<file path="src/rtl/parity_sched_pkg.sv">
// Shared types and helpers for the round-robin serial parity scheduler.
package parity_sched_pkg;

    typedef enum logic [1:0] {
        IDLE   = 2'd0,
        CLEAR  = 2'd1,
        SHIFT  = 2'd2,
        REPORT = 2'd3
    } sched_state_e;

    typedef enum logic {
        EVEN = 1'b0,
        ODD  = 1'b1
    } engine_state_e;

    // Round-robin pick over up to 16 requesters: the nearest set bit after last_grant wins.
    // Scanning offsets from far to near lets the closest candidate overwrite the others.
    function automatic logic [3:0] rr_pick(input logic [15:0] req,
                                           input logic [3:0]  last_grant,
                                           input logic [4:0]  num_req);
        logic [3:0] win;
        logic [3:0] idx;
        win = last_grant;
        for (int i = 16; i >= 1; i--) begin
            if (i <= int'(num_req)) begin
                idx = 4'((int'(last_grant) + i) % int'(num_req));
                if (req[idx]) begin
                    win = idx;
                end
            end
        end
        return win;
    endfunction

endpackage

</file>
<file path="src/rtl/parity_check_scheduler_if.sv">
// Request/result bus between client blocks and the parity scheduler.
interface parity_check_scheduler_if #(
    parameter int NUM_REQ = 4,
    parameter int DATA_W  = 8
);
    localparam int ID_W = $clog2(NUM_REQ);

    logic [NUM_REQ-1:0]        req;
    logic [NUM_REQ*DATA_W-1:0] req_data;
    logic [NUM_REQ-1:0]        ack;
    logic                      busy;
    logic                      done;
    logic [ID_W-1:0]           done_id;
    logic                      parity_odd;

    modport master (output req, req_data, input ack, busy, done, done_id, parity_odd);
    modport slave  (input req, req_data, output ack, busy, done, done_id, parity_odd);
endinterface

</file>
<file path="src/rtl/serial_parity_core.sv">
// Bit-serial odd-ones parity engine; the only holder of the EVEN/ODD state.
module serial_parity_core
    import parity_sched_pkg::*;
(
    input  logic clk,
    input  logic reset,
    input  logic bit_in,
    input  logic bit_en,
    output logic odd
);

    engine_state_e state_q;
    engine_state_e state_d;

    // Next engine state: a shifted-in one toggles, a zero holds.
    always_comb begin
        state_d = state_q;
        if (bit_en && bit_in) begin
            state_d = (state_q == ODD) ? EVEN : ODD;
        end else begin
            state_d = state_q;
        end
    end

    // Engine state register with synchronous clear.
    always_ff @(posedge clk) begin
        if (reset) begin
            state_q <= EVEN;
        end else begin
            state_q <= state_d;
        end
    end

    assign odd = (state_q == ODD);

endmodule

</file>
<file path="src/rtl/parity_check_scheduler.sv">
// Round-robin scheduler sharing one serial parity engine between NUM_REQ requesters.
module parity_check_scheduler
    import parity_sched_pkg::*;
#(
    parameter int NUM_REQ = 4,
    parameter int DATA_W  = 8
) (
    input  logic                      clk,
    input  logic                      reset,
    parity_check_scheduler_if.slave   bus
);

    localparam int ID_W  = $clog2(NUM_REQ);
    localparam int CNT_W = $clog2(DATA_W + 1);

    sched_state_e        state_q, state_d;
    logic [CNT_W-1:0]    cnt_q, cnt_d;
    logic [ID_W-1:0]     last_grant_q, last_grant_d;
    logic [ID_W-1:0]     id_q, id_d;
    logic [DATA_W-1:0]   word_q, word_d;
    logic [NUM_REQ-1:0]  ack_q, ack_d;
    logic [15:0]         req_ext_s;
    logic [ID_W-1:0]     winner_s;
    logic                eng_reset_s;
    logic                eng_en_s;
    logic                eng_bit_s;
    logic                eng_odd_s;

    // Arbitration candidate; only acted upon while IDLE.
    always_comb begin
        req_ext_s                = 16'd0;
        req_ext_s[NUM_REQ-1:0]   = bus.req;
        winner_s                 = ID_W'(rr_pick(req_ext_s, 4'(last_grant_q), 5'(NUM_REQ)));
    end

    // Next-state and datapath updates for the scheduler FSM.
    always_comb begin
        state_d      = state_q;
        cnt_d        = cnt_q;
        last_grant_d = last_grant_q;
        id_d         = id_q;
        word_d       = word_q;
        ack_d        = {NUM_REQ{1'b0}};
        case (state_q)
            IDLE: begin
                if (bus.req != {NUM_REQ{1'b0}}) begin
                    state_d      = CLEAR;
                    last_grant_d = winner_s;
                    id_d         = winner_s;
                    word_d       = bus.req_data[winner_s*DATA_W +: DATA_W];
                    ack_d        = NUM_REQ'(1) << winner_s;
                end else begin
                    state_d = IDLE;
                end
            end
            CLEAR: begin
                state_d = SHIFT;
                cnt_d   = {CNT_W{1'b0}};
            end
            SHIFT: begin
                if (cnt_q == CNT_W'(DATA_W - 1)) begin
                    state_d = REPORT;
                end else begin
                    cnt_d = cnt_q + CNT_W'(1);
                end
            end
            REPORT: begin
                state_d = IDLE;
            end
            default: begin
                state_d = IDLE;
            end
        endcase
    end

    // Scheduler registers; last_grant resets to the top ID so requester 0 wins first.
    always_ff @(posedge clk) begin
        if (reset) begin
            state_q      <= IDLE;
            cnt_q        <= {CNT_W{1'b0}};
            last_grant_q <= ID_W'(NUM_REQ - 1);
            id_q         <= {ID_W{1'b0}};
            word_q       <= {DATA_W{1'b0}};
            ack_q        <= {NUM_REQ{1'b0}};
        end else begin
            state_q      <= state_d;
            cnt_q        <= cnt_d;
            last_grant_q <= last_grant_d;
            id_q         <= id_d;
            word_q       <= word_d;
            ack_q        <= ack_d;
        end
    end

    assign eng_reset_s = reset | (state_q == CLEAR);
    assign eng_en_s    = (state_q == SHIFT);
    assign eng_bit_s   = |(word_q & (DATA_W'(1) << cnt_q));

    serial_parity_core u_core (
        .clk    (clk),
        .reset  (eng_reset_s),
        .bit_in (eng_bit_s),
        .bit_en (eng_en_s),
        .odd    (eng_odd_s)
    );

    assign bus.ack        = ack_q;
    assign bus.busy       = (state_q != IDLE);
    assign bus.done       = (state_q == REPORT);
    assign bus.done_id    = (state_q == REPORT) ? id_q : {ID_W{1'b0}};
    assign bus.parity_odd = (state_q == REPORT) & eng_odd_s;

endmodule

</file>
<file path="src/flat_wrapper.sv">
// flat-port wrapper written by rule: the top's interface ports become plain ports
module parity_check_scheduler_flat import parity_sched_pkg::*;
#(
    parameter int NUM_REQ = 4,
    parameter int DATA_W  = 8
)
  (clk, reset, bus_req, bus_req_data, bus_ack, bus_busy, bus_done, bus_done_id, bus_parity_odd);
  parity_check_scheduler_if #(.NUM_REQ(NUM_REQ), .DATA_W(DATA_W)) bus_i ();
  input  logic clk;
  input  logic reset;
  input wire logic [$bits(bus_i.req)-1:0] bus_req;
  input wire logic [$bits(bus_i.req_data)-1:0] bus_req_data;
  output wire logic [$bits(bus_i.ack)-1:0] bus_ack;
  output wire logic [$bits(bus_i.busy)-1:0] bus_busy;
  output wire logic [$bits(bus_i.done)-1:0] bus_done;
  output wire logic [$bits(bus_i.done_id)-1:0] bus_done_id;
  output wire logic [$bits(bus_i.parity_odd)-1:0] bus_parity_odd;
  assign bus_i.req = bus_req;
  assign bus_i.req_data = bus_req_data;
  assign bus_ack = bus_i.ack;
  assign bus_busy = bus_i.busy;
  assign bus_done = bus_i.done;
  assign bus_done_id = bus_i.done_id;
  assign bus_parity_odd = bus_i.parity_odd;
  parity_check_scheduler #(.NUM_REQ(NUM_REQ), .DATA_W(DATA_W)) u_core (.clk(clk), .reset(reset), .bus(bus_i));
endmodule
</file>
<file path="config.mk">
export PLATFORM = sky130hd
export DESIGN_NAME = parity_check_scheduler_flat
export DESIGN_NICKNAME = d
export VERILOG_FILES = /design/src/rtl/parity_sched_pkg.sv /design/src/rtl/parity_check_scheduler_if.sv /design/src/rtl/serial_parity_core.sv /design/src/rtl/parity_check_scheduler.sv /design/src/flat_wrapper.sv
export SDC_FILE = /design/constraint.sdc
export NUM_CORES = 1
export LEC_CHECK = 0
export ABC_AREA = 1
export CORE_MARGIN = 2
export CORE_UTILIZATION = 50
export DETAILED_ROUTE_END_ITERATION = 8
export PLACE_DENSITY = 0.85
export SLEW_MARGIN = 10
export SYNTH_ARGS = -nofsm -noshare
export SYNTH_HDL_FRONTEND = slang
export SYNTH_SLANG_ARGS = --single-unit
</file>
<file path="constraint.sdc">
create_clock -name clk -period 3.25 [get_ports clk]
set_input_delay 0.325 -clock clk [delete_from_list [all_inputs] [get_ports clk]]
set_output_delay 0.325 -clock clk [all_outputs]
set_load 0.1 [all_outputs]
</file>
==> flow_summary_export.csv, run 1 <==
group,metric,value,unit
run_status,status,"complete, but fails checks",
run_status,violations,"design-rule violations",
synthesis,ys_seq_area_frac,0.308,
detailed_routing,via_per_inst,5.28,
setup_path,rr_startpoint,"u_core.last_grant_q[0]",
place,postPlaceCellArea,1920,um^2
setup_path,worstSetupPathType,"flop to output port",
power,power,1920,uW
detailed_routing,routed_wirelength,3.63,mm
global_route,grt_max_degree,22,
synthesis,ys_top_cells_by_area,"dfxtp_1, nand2_1, nand3_1",
detailed_routing,antenna_left,0,
die,core,2810,um^2
setup_path,worstSetupStartpoint,"u_core.bus.ack[3]",
place,dp_cells,298,
clock_tree,clock_latency,0.32,ns
clock_tree,clockRootBuffer,"clkbuf_4",
timing,maxSlewViolCount,0,
setup_path,setup.worst_path.end_class,"output port",
synthesis,synth_cell_types,26,
timing,max_freq,470,MHz
final_layout,drive_gt1_frac,0.0849,
timing,timing.final.crit_share,0.655,
clock_tree,clock_sinks,23,
power,power.density,980,nW/um^2
setup_path,rrSetupSlack,1.29,ns
timing,period_minus_slack,2.13,ns
setup_path,worstRegToRegCells,13,
setup_path,r2r-end,"u_core.word_q[1]",
synthesis,ys_top_cells_by_count,"nand2_1, nand3_1, dfxtp_1, inv_1",
timing,worst_clock_skew,0.00669,ns
power,p_leak,0.000937,uW
setup_path,startpoint_type,"flop",
clock_tree,h-tree-depth,1,
setup_path,required,2.92,ns
clock_tree,hold_buffers,0,
clock_tree,clockBufferDepth,2,
setup_path,path_cells,"clkdlybuf4s50_1",
job,drv_cap,0,
final_layout,area_growth,30.9,%
synthesis,syn_nets,276,
synthesis,yosys_warnings,0,
synthesis,synth_area_per_cell,6.55,um^2
synthesis,synth-edff-count,0,
min_path,min_from,"u_core.word_q[6]",
setup_path,cp_slowest_cell,"clkdlybuf4s50_1",
synthesis,syn_area,1490,um^2
synthesis,ys.flop_type,"dfxtp_1",
final_layout,finalNonFillerCells,302,
global_route,grt_pass1_wl,5.99,mm
place,io_buffers,46,
setup_path,worst-path-buf-inv,1,
clock_tree,cts_resized,0,
synthesis,synthArstFlopShare,0,
synthesis,ys_ff_latch,23,
power,vdd_drop_max,0.000719,V
synthesis,netlist_instances,228,
detailed_routing,avgRoutedWirePerCell,12.0,um
die,start_util,0.532,
timing,rsz0062_at_grt,"no",
min_path,hold_class,"flop to flop",
timing,relSlewSlack,0.353,
final_layout,finish.instance_area,1950,um^2
clock_tree,postCtsSetupBuffers,0,
setup_path,max_stage_delay,1.13,ns
setup_path,critPathTopFamily,"buffers and inverters",
global_route,antenna_found_initial,0,
clock_tree,cts_tree,"built",
die,die_h,58.6,um
detailed_routing,vias,1595,
global_route,grt_pass1_vias,1443,
synthesis,netlist.area_leader.share,0.308,
clock_tree,numCtsBuffers,3,
die,die_area,3440,um^2
setup_path,cp_max_fo,1,
detailed_routing,initialDrtViolationCount,83,
min_path,hold-path-endpoint,"u_core.word_q[6]",
setup_path,cp_data_arrival_time,1.80,ns
final_layout,fillers,257,
global_route,gr-total-overflow,0,
timing,finalSetupViolations,0,
min_path,hold_depth,2,
detailed_routing,drt_pass1_iterations,7,
die,die_x,58.6,um
place,dp_hpwl,2.67,mm
clock_tree,clkTransAtPathRegs,0.13,ns
timing,finalHoldViolCount,0,
synthesis,yosysMostFrequentCell,"nand2_1",
final_layout,utilization,0.697,
final_layout,n_antenna_cell,0,
synthesis,yosys.area.top_type,"dfxtp_1",
final_layout,final_nets,320,
global_route,grt_usage,0.222,
detailed_routing,drcViolationCount,4,
timing,setup_tns,0,ns
die,ios,47,
place,gp_congestion,0.868,
timing,worst_pin_slew,0.967,ns
die,fp-row-count,19,
where the power goes:
part           total, uW  switching (uW)  leakage [uW]  internal (uW)
Clock                136            89.2     0.0000139           47.0
Sequential           453            78.2      0.000189            375
Combinational       1330             930      0.000734            397
worst reg2reg max path, cell delays in order, from the launching register on:
cell and delay (ns):
dfxtp_1 0.65, inv_6 0.09, nand2_1 0.08, nand2_1 0.07, nand2_2 0.08, nand2_1 0.06, inv_2 0.09, nand2_2 0.07
nand2_4 0.16, nand2_4 0.18, nand2_1 0.10, nand3_1 0.08, nand3_1 0.11, nand2_1 0.05
how the worst max path moves through the flow:
stage	endpoint	slack [ns]	cells after the start
global placement	u_core.word_q[1]	1.18	14
floorplan	bus_done_id[0]	1.00	3
CTS	bus_ack[3]	1.11	1
finish	bus_ack[3]	1.12	1
detailed placement	u_core.word_q[1]	1.15	14
global route	bus_ack[0]	1.06	1
layer usage:
metal / up-vias / part of all wire / global-route usage
met5: - / 0 / 0
met4: 0 / 0.012 / 0.0552
met3: 6 / 0.080 / 0.0593
met2: 52 / 0.45 / 0.372
met1: 711 / 0.45 / 0.284
li1: 826 / - / -
cell usage in the layout (no fill, tap or decap):
cell | synthesis | routed
nor2_1 | 9 | 9
nand2_1 | 79 | 79
inv_6 | 1 | 1
o31ai_1 | 1 | 1
inv_2 | 4 | 4
and3_1 | 1 | 1
clkinvlp_4 | 0 | 1
nand2_4 | 2 | 2
o21ai_0 | 4 | 4
nand3_4 | 1 | 1
nand3_1 | 46 | 46
a31oi_1 | 1 | 1
clkbuf_4 | 0 | 3
nor4_1 | 1 | 1
buf_4 | 1 | 5
nand2_2 | 5 | 5
a21oi_1 | 10 | 10
o21ai_1 | 1 | 1
a22oi_1 | 1 | 1
dfxtp_1 | 23 | 23
inv_1 | 18 | 18
clkdlybuf4s50_1 | 0 | 41
a211oi_1 | 1 | 1
or2_2 | 1 | 1
nand4_1 | 1 | 1
ha_1 | 10 | 10
cells by family (layout without fill, tap and decap cells):
family | count (synthesis) | after routing | synth area share
AO/OA/AOI/OAI | 19 | 19 | 0.0696
flip-flops | 23 | 23 | 0.308
AND/OR/NAND/NOR | 146 | 146 | 0.440
adder cells (fa/ha/maj) | 10 | 10 | 0.0838
buffers and inverters | 30 | 73 | 0.0981
cell type report:
type | count | area (um^2) | share of cell area
inverter | 23 | 91.3 | 0.0467
multi-input combinational | 175 | 886 | 0.453
sequential | 23 | 460 | 0.236
timing repair buffer | 46 | 448 | 0.229
tap | 31 | 38.8 | 0.0198
clock inverter | 1 | 7.51 | 0.00384
clock buffer | 3 | 22.5 | 0.0115
sequential cells by signal, summed over array words and instances (netlist names):
register             flops
u_core.word_q            8
u_core.bus.ack           4
u_core.cnt_q             4
u_core.id_q              2
u_core.last_grant_q      2
u_core.state_q           2
u_core.u_core.odd        1
stage by stage:
step	hold slack, ns	setup WS [ns]
2_1_floorplan	0.394	1.00
3_3_place_gp	0.443	1.18
3_5_place_dp	0.445	1.15
4_1_cts	0.465	1.11
5_1_grt	0.477	1.06
6_report	0.462	1.12
Power figures use the tool's default switching activity.
==> run 2, diff against run 1 <==
- CORE_UTILIZATION: 50 -> 46
- PLACE_DENSITY: 0.85 -> 0.79
- clock period: 3.25 -> 2 ns (I/O delays scaled with it)
==> run 2 against run 1 <==
  * The flow now finishes without violations
  * Worst hold slack improved by 0.00084 ns
  * Register-to-register slack worse by 1.1 ns
  * Cell count grew 6.3%
  * Global-route usage is 0.69 points lower
  * Critical path depth up 8
  * Non-clock buffer count rose by 6
==> flow_summary_export.csv, run 2 (synthesis gave the netlist of run 1 again) <==
group,metric,value,unit
global_route,gr-total-overflow,0,
final_layout,final_nets,326,
final_layout,final_common_cell,"nand2_1",
timing,finalWorstSetupSlack,0.203,ns
clock_tree,numCtsBuffers,3,
detailed_routing,avgRoutedWirePerCell,11.5,um
timing,max_freq,556,MHz
die,core,3080,um^2
timing,rsz0062_at_grt,"no",
die,ios,47,
setup_path,startpoint_type,"flop",
global_route,grt_max_degree,22,
clock_tree,clockRootBuffer,"clkbuf_4",
timing,relSlewSlack,0.780,
final_layout,fillers,269,
timing,worst_clock_skew,0.0121,ns
die,start_util,0.485,
clock_tree,postCtsSetupBuffers,0,
power,vdd_drop_max,0.00108,V
setup_path,max_stage_delay,0.36,ns
place,dp_slack,0.0668,ns
timing,maxSlewViolCount,0,
detailed_routing,routed_wirelength,3.68,mm
timing,finalSetupViolations,0,
detailed_routing,drt_pass1_iterations,4,
place,gp_congestion,0.855,
setup_path,worstSetupPathType,"flop to flop",
clock_tree,clock_sinks,23,
detailed_routing,via_per_inst,4.93,
timing,setup_tns,0,ns
setup_path,path_cells,"inv_1 > ha_1 > clkinvlp_4 > a31oi_1 > nand2_1 > inv_1 > buf_4 > nand3_1 > nand2_1",
setup_path,worstRegToRegCells,9,
setup_path,required,2.27,ns
die,die_h,61.0,um
clock_tree,hold_buffers,0,
setup_path,setup.worst_path.end_class,"flop",
detailed_routing,initialDrtViolationCount,134,
timing,period_minus_slack,1.80,ns
timing,finalHoldViolCount,0,
place,io_buffers,46,
clock_tree,clock_latency,0.32,ns
global_route,grt_pass1_vias,1418,
setup_path,cp.depth,9,
detailed_routing,vias,1584,
job,drv_cap,0,
global_route,grt_pass1_wl,6.04,mm
min_path,hold_class,"flop to flop",
final_layout,n_antenna_cell,0,
place,dp_hpwl,2.86,mm
global_route,grt_usage,0.215,
clock_tree,cts_tree,"built",
final_layout,largest_register_ffs,8,
power,p_leak,0.000979,uW
setup_path,critPathTopFamily,"buffers and inverters",
die,fp-row-count,20,
final_layout,area_growth,37.9,%
power,power.density,1590,nW/um^2
die,die_x,61.0,um
run_status,status,"finished, final reports clean",
die,die_area,3720,um^2
clock_tree,clkTransAtPathRegs,0.13,ns
final_layout,layout_common_cells,"nand2_1, nand3_1, clkdlybuf4s50_1",
setup_path,worst-path-buf-inv,4,
clock_tree,clockBufferDepth,2,
global_route,antenna_found_initial,0,
final_layout,utilization,0.669,
setup_path,cp_max_fo,7,
detailed_routing,drcViolationCount,0,
min_path,hold_depth,2,
timing,timing.final.crit_share,0.899,
clock_tree,h-tree-depth,1,
setup_path,cp_data_arrival_time,2.07,ns
timing,worst_pin_slew,0.329,ns
clock_tree,cts_resized,0,
final_layout,drive_gt1_frac,0.123,
final_layout,max_flop_register,"u_core.word_q",
setup_path,cp_slowest_cell,"dfxtp_1",
detailed_routing,antenna_left,0,
## run 2: cell type report
class,count,area (um^2),share of cell area
inverters,23,95.1,0.0462
clock buffers,4,26.3,0.0128
multi-input cells,175,888,0.432
repair buffers,52,533,0.259
flip-flops and latches,23,460,0.224
well taps,44,55.1,0.0267
## run 2: path summary, 6_finish.rpt
kind                          start          endpoint  slack, ns
setup reg to reg  u_core.state_q[0]  u_core.word_q[2]       0.20
hold / removal       u_core.id_q[1]    u_core.id_q[1]       0.46
setup / recovery  u_core.state_q[0]  u_core.word_q[2]       0.20
hold reg to reg      u_core.id_q[1]    u_core.id_q[1]       0.46
## run 2: routing by layer
layer,global-route usage,part of all wire,up-vias
met5,0,0,-
met4,0.0590,0,0
met3,0.0320,0.064,0
met2,0.353,0.47,51
met1,0.295,0.47,697
li1,-,-,836
## run 2: report_power, final
| part | leakage [uW] | switching, uW | internal (uW) |
|---|---|---|---|
| clock network | 0.0000150 | 139 | 77.9 |
| registers | 0.000189 | 88.9 | 610 |
| logic | 0.000775 | 1580 | 775 |
## run 2: worst reg2reg max path, stage by stage (launching register included)
cell        delay, ns
dfxtp_1          0.36
inv_1            0.09
ha_1             0.19
clkinvlp_4       0.14
a31oi_1          0.30
nand2_1          0.12
inv_1            0.19
buf_4            0.18
nand3_1          0.11
nand2_1          0.07
## run 2: per-stage QoR
stage / hold slack [ns] / power [uW] / std cells / instance area, um^2
floorplan: 0.269 / 2610 / 228 / 1500
global placement: 0.440 / 3020 / 317 / 2030
detailed placement: 0.442 / 3060 / 317 / 2030
CTS: 0.463 / 3280 / 321 / 2060
global route: 0.478 / 3600 / 321 / 2060
finish: 0.462 / 3270 / 321 / 2060
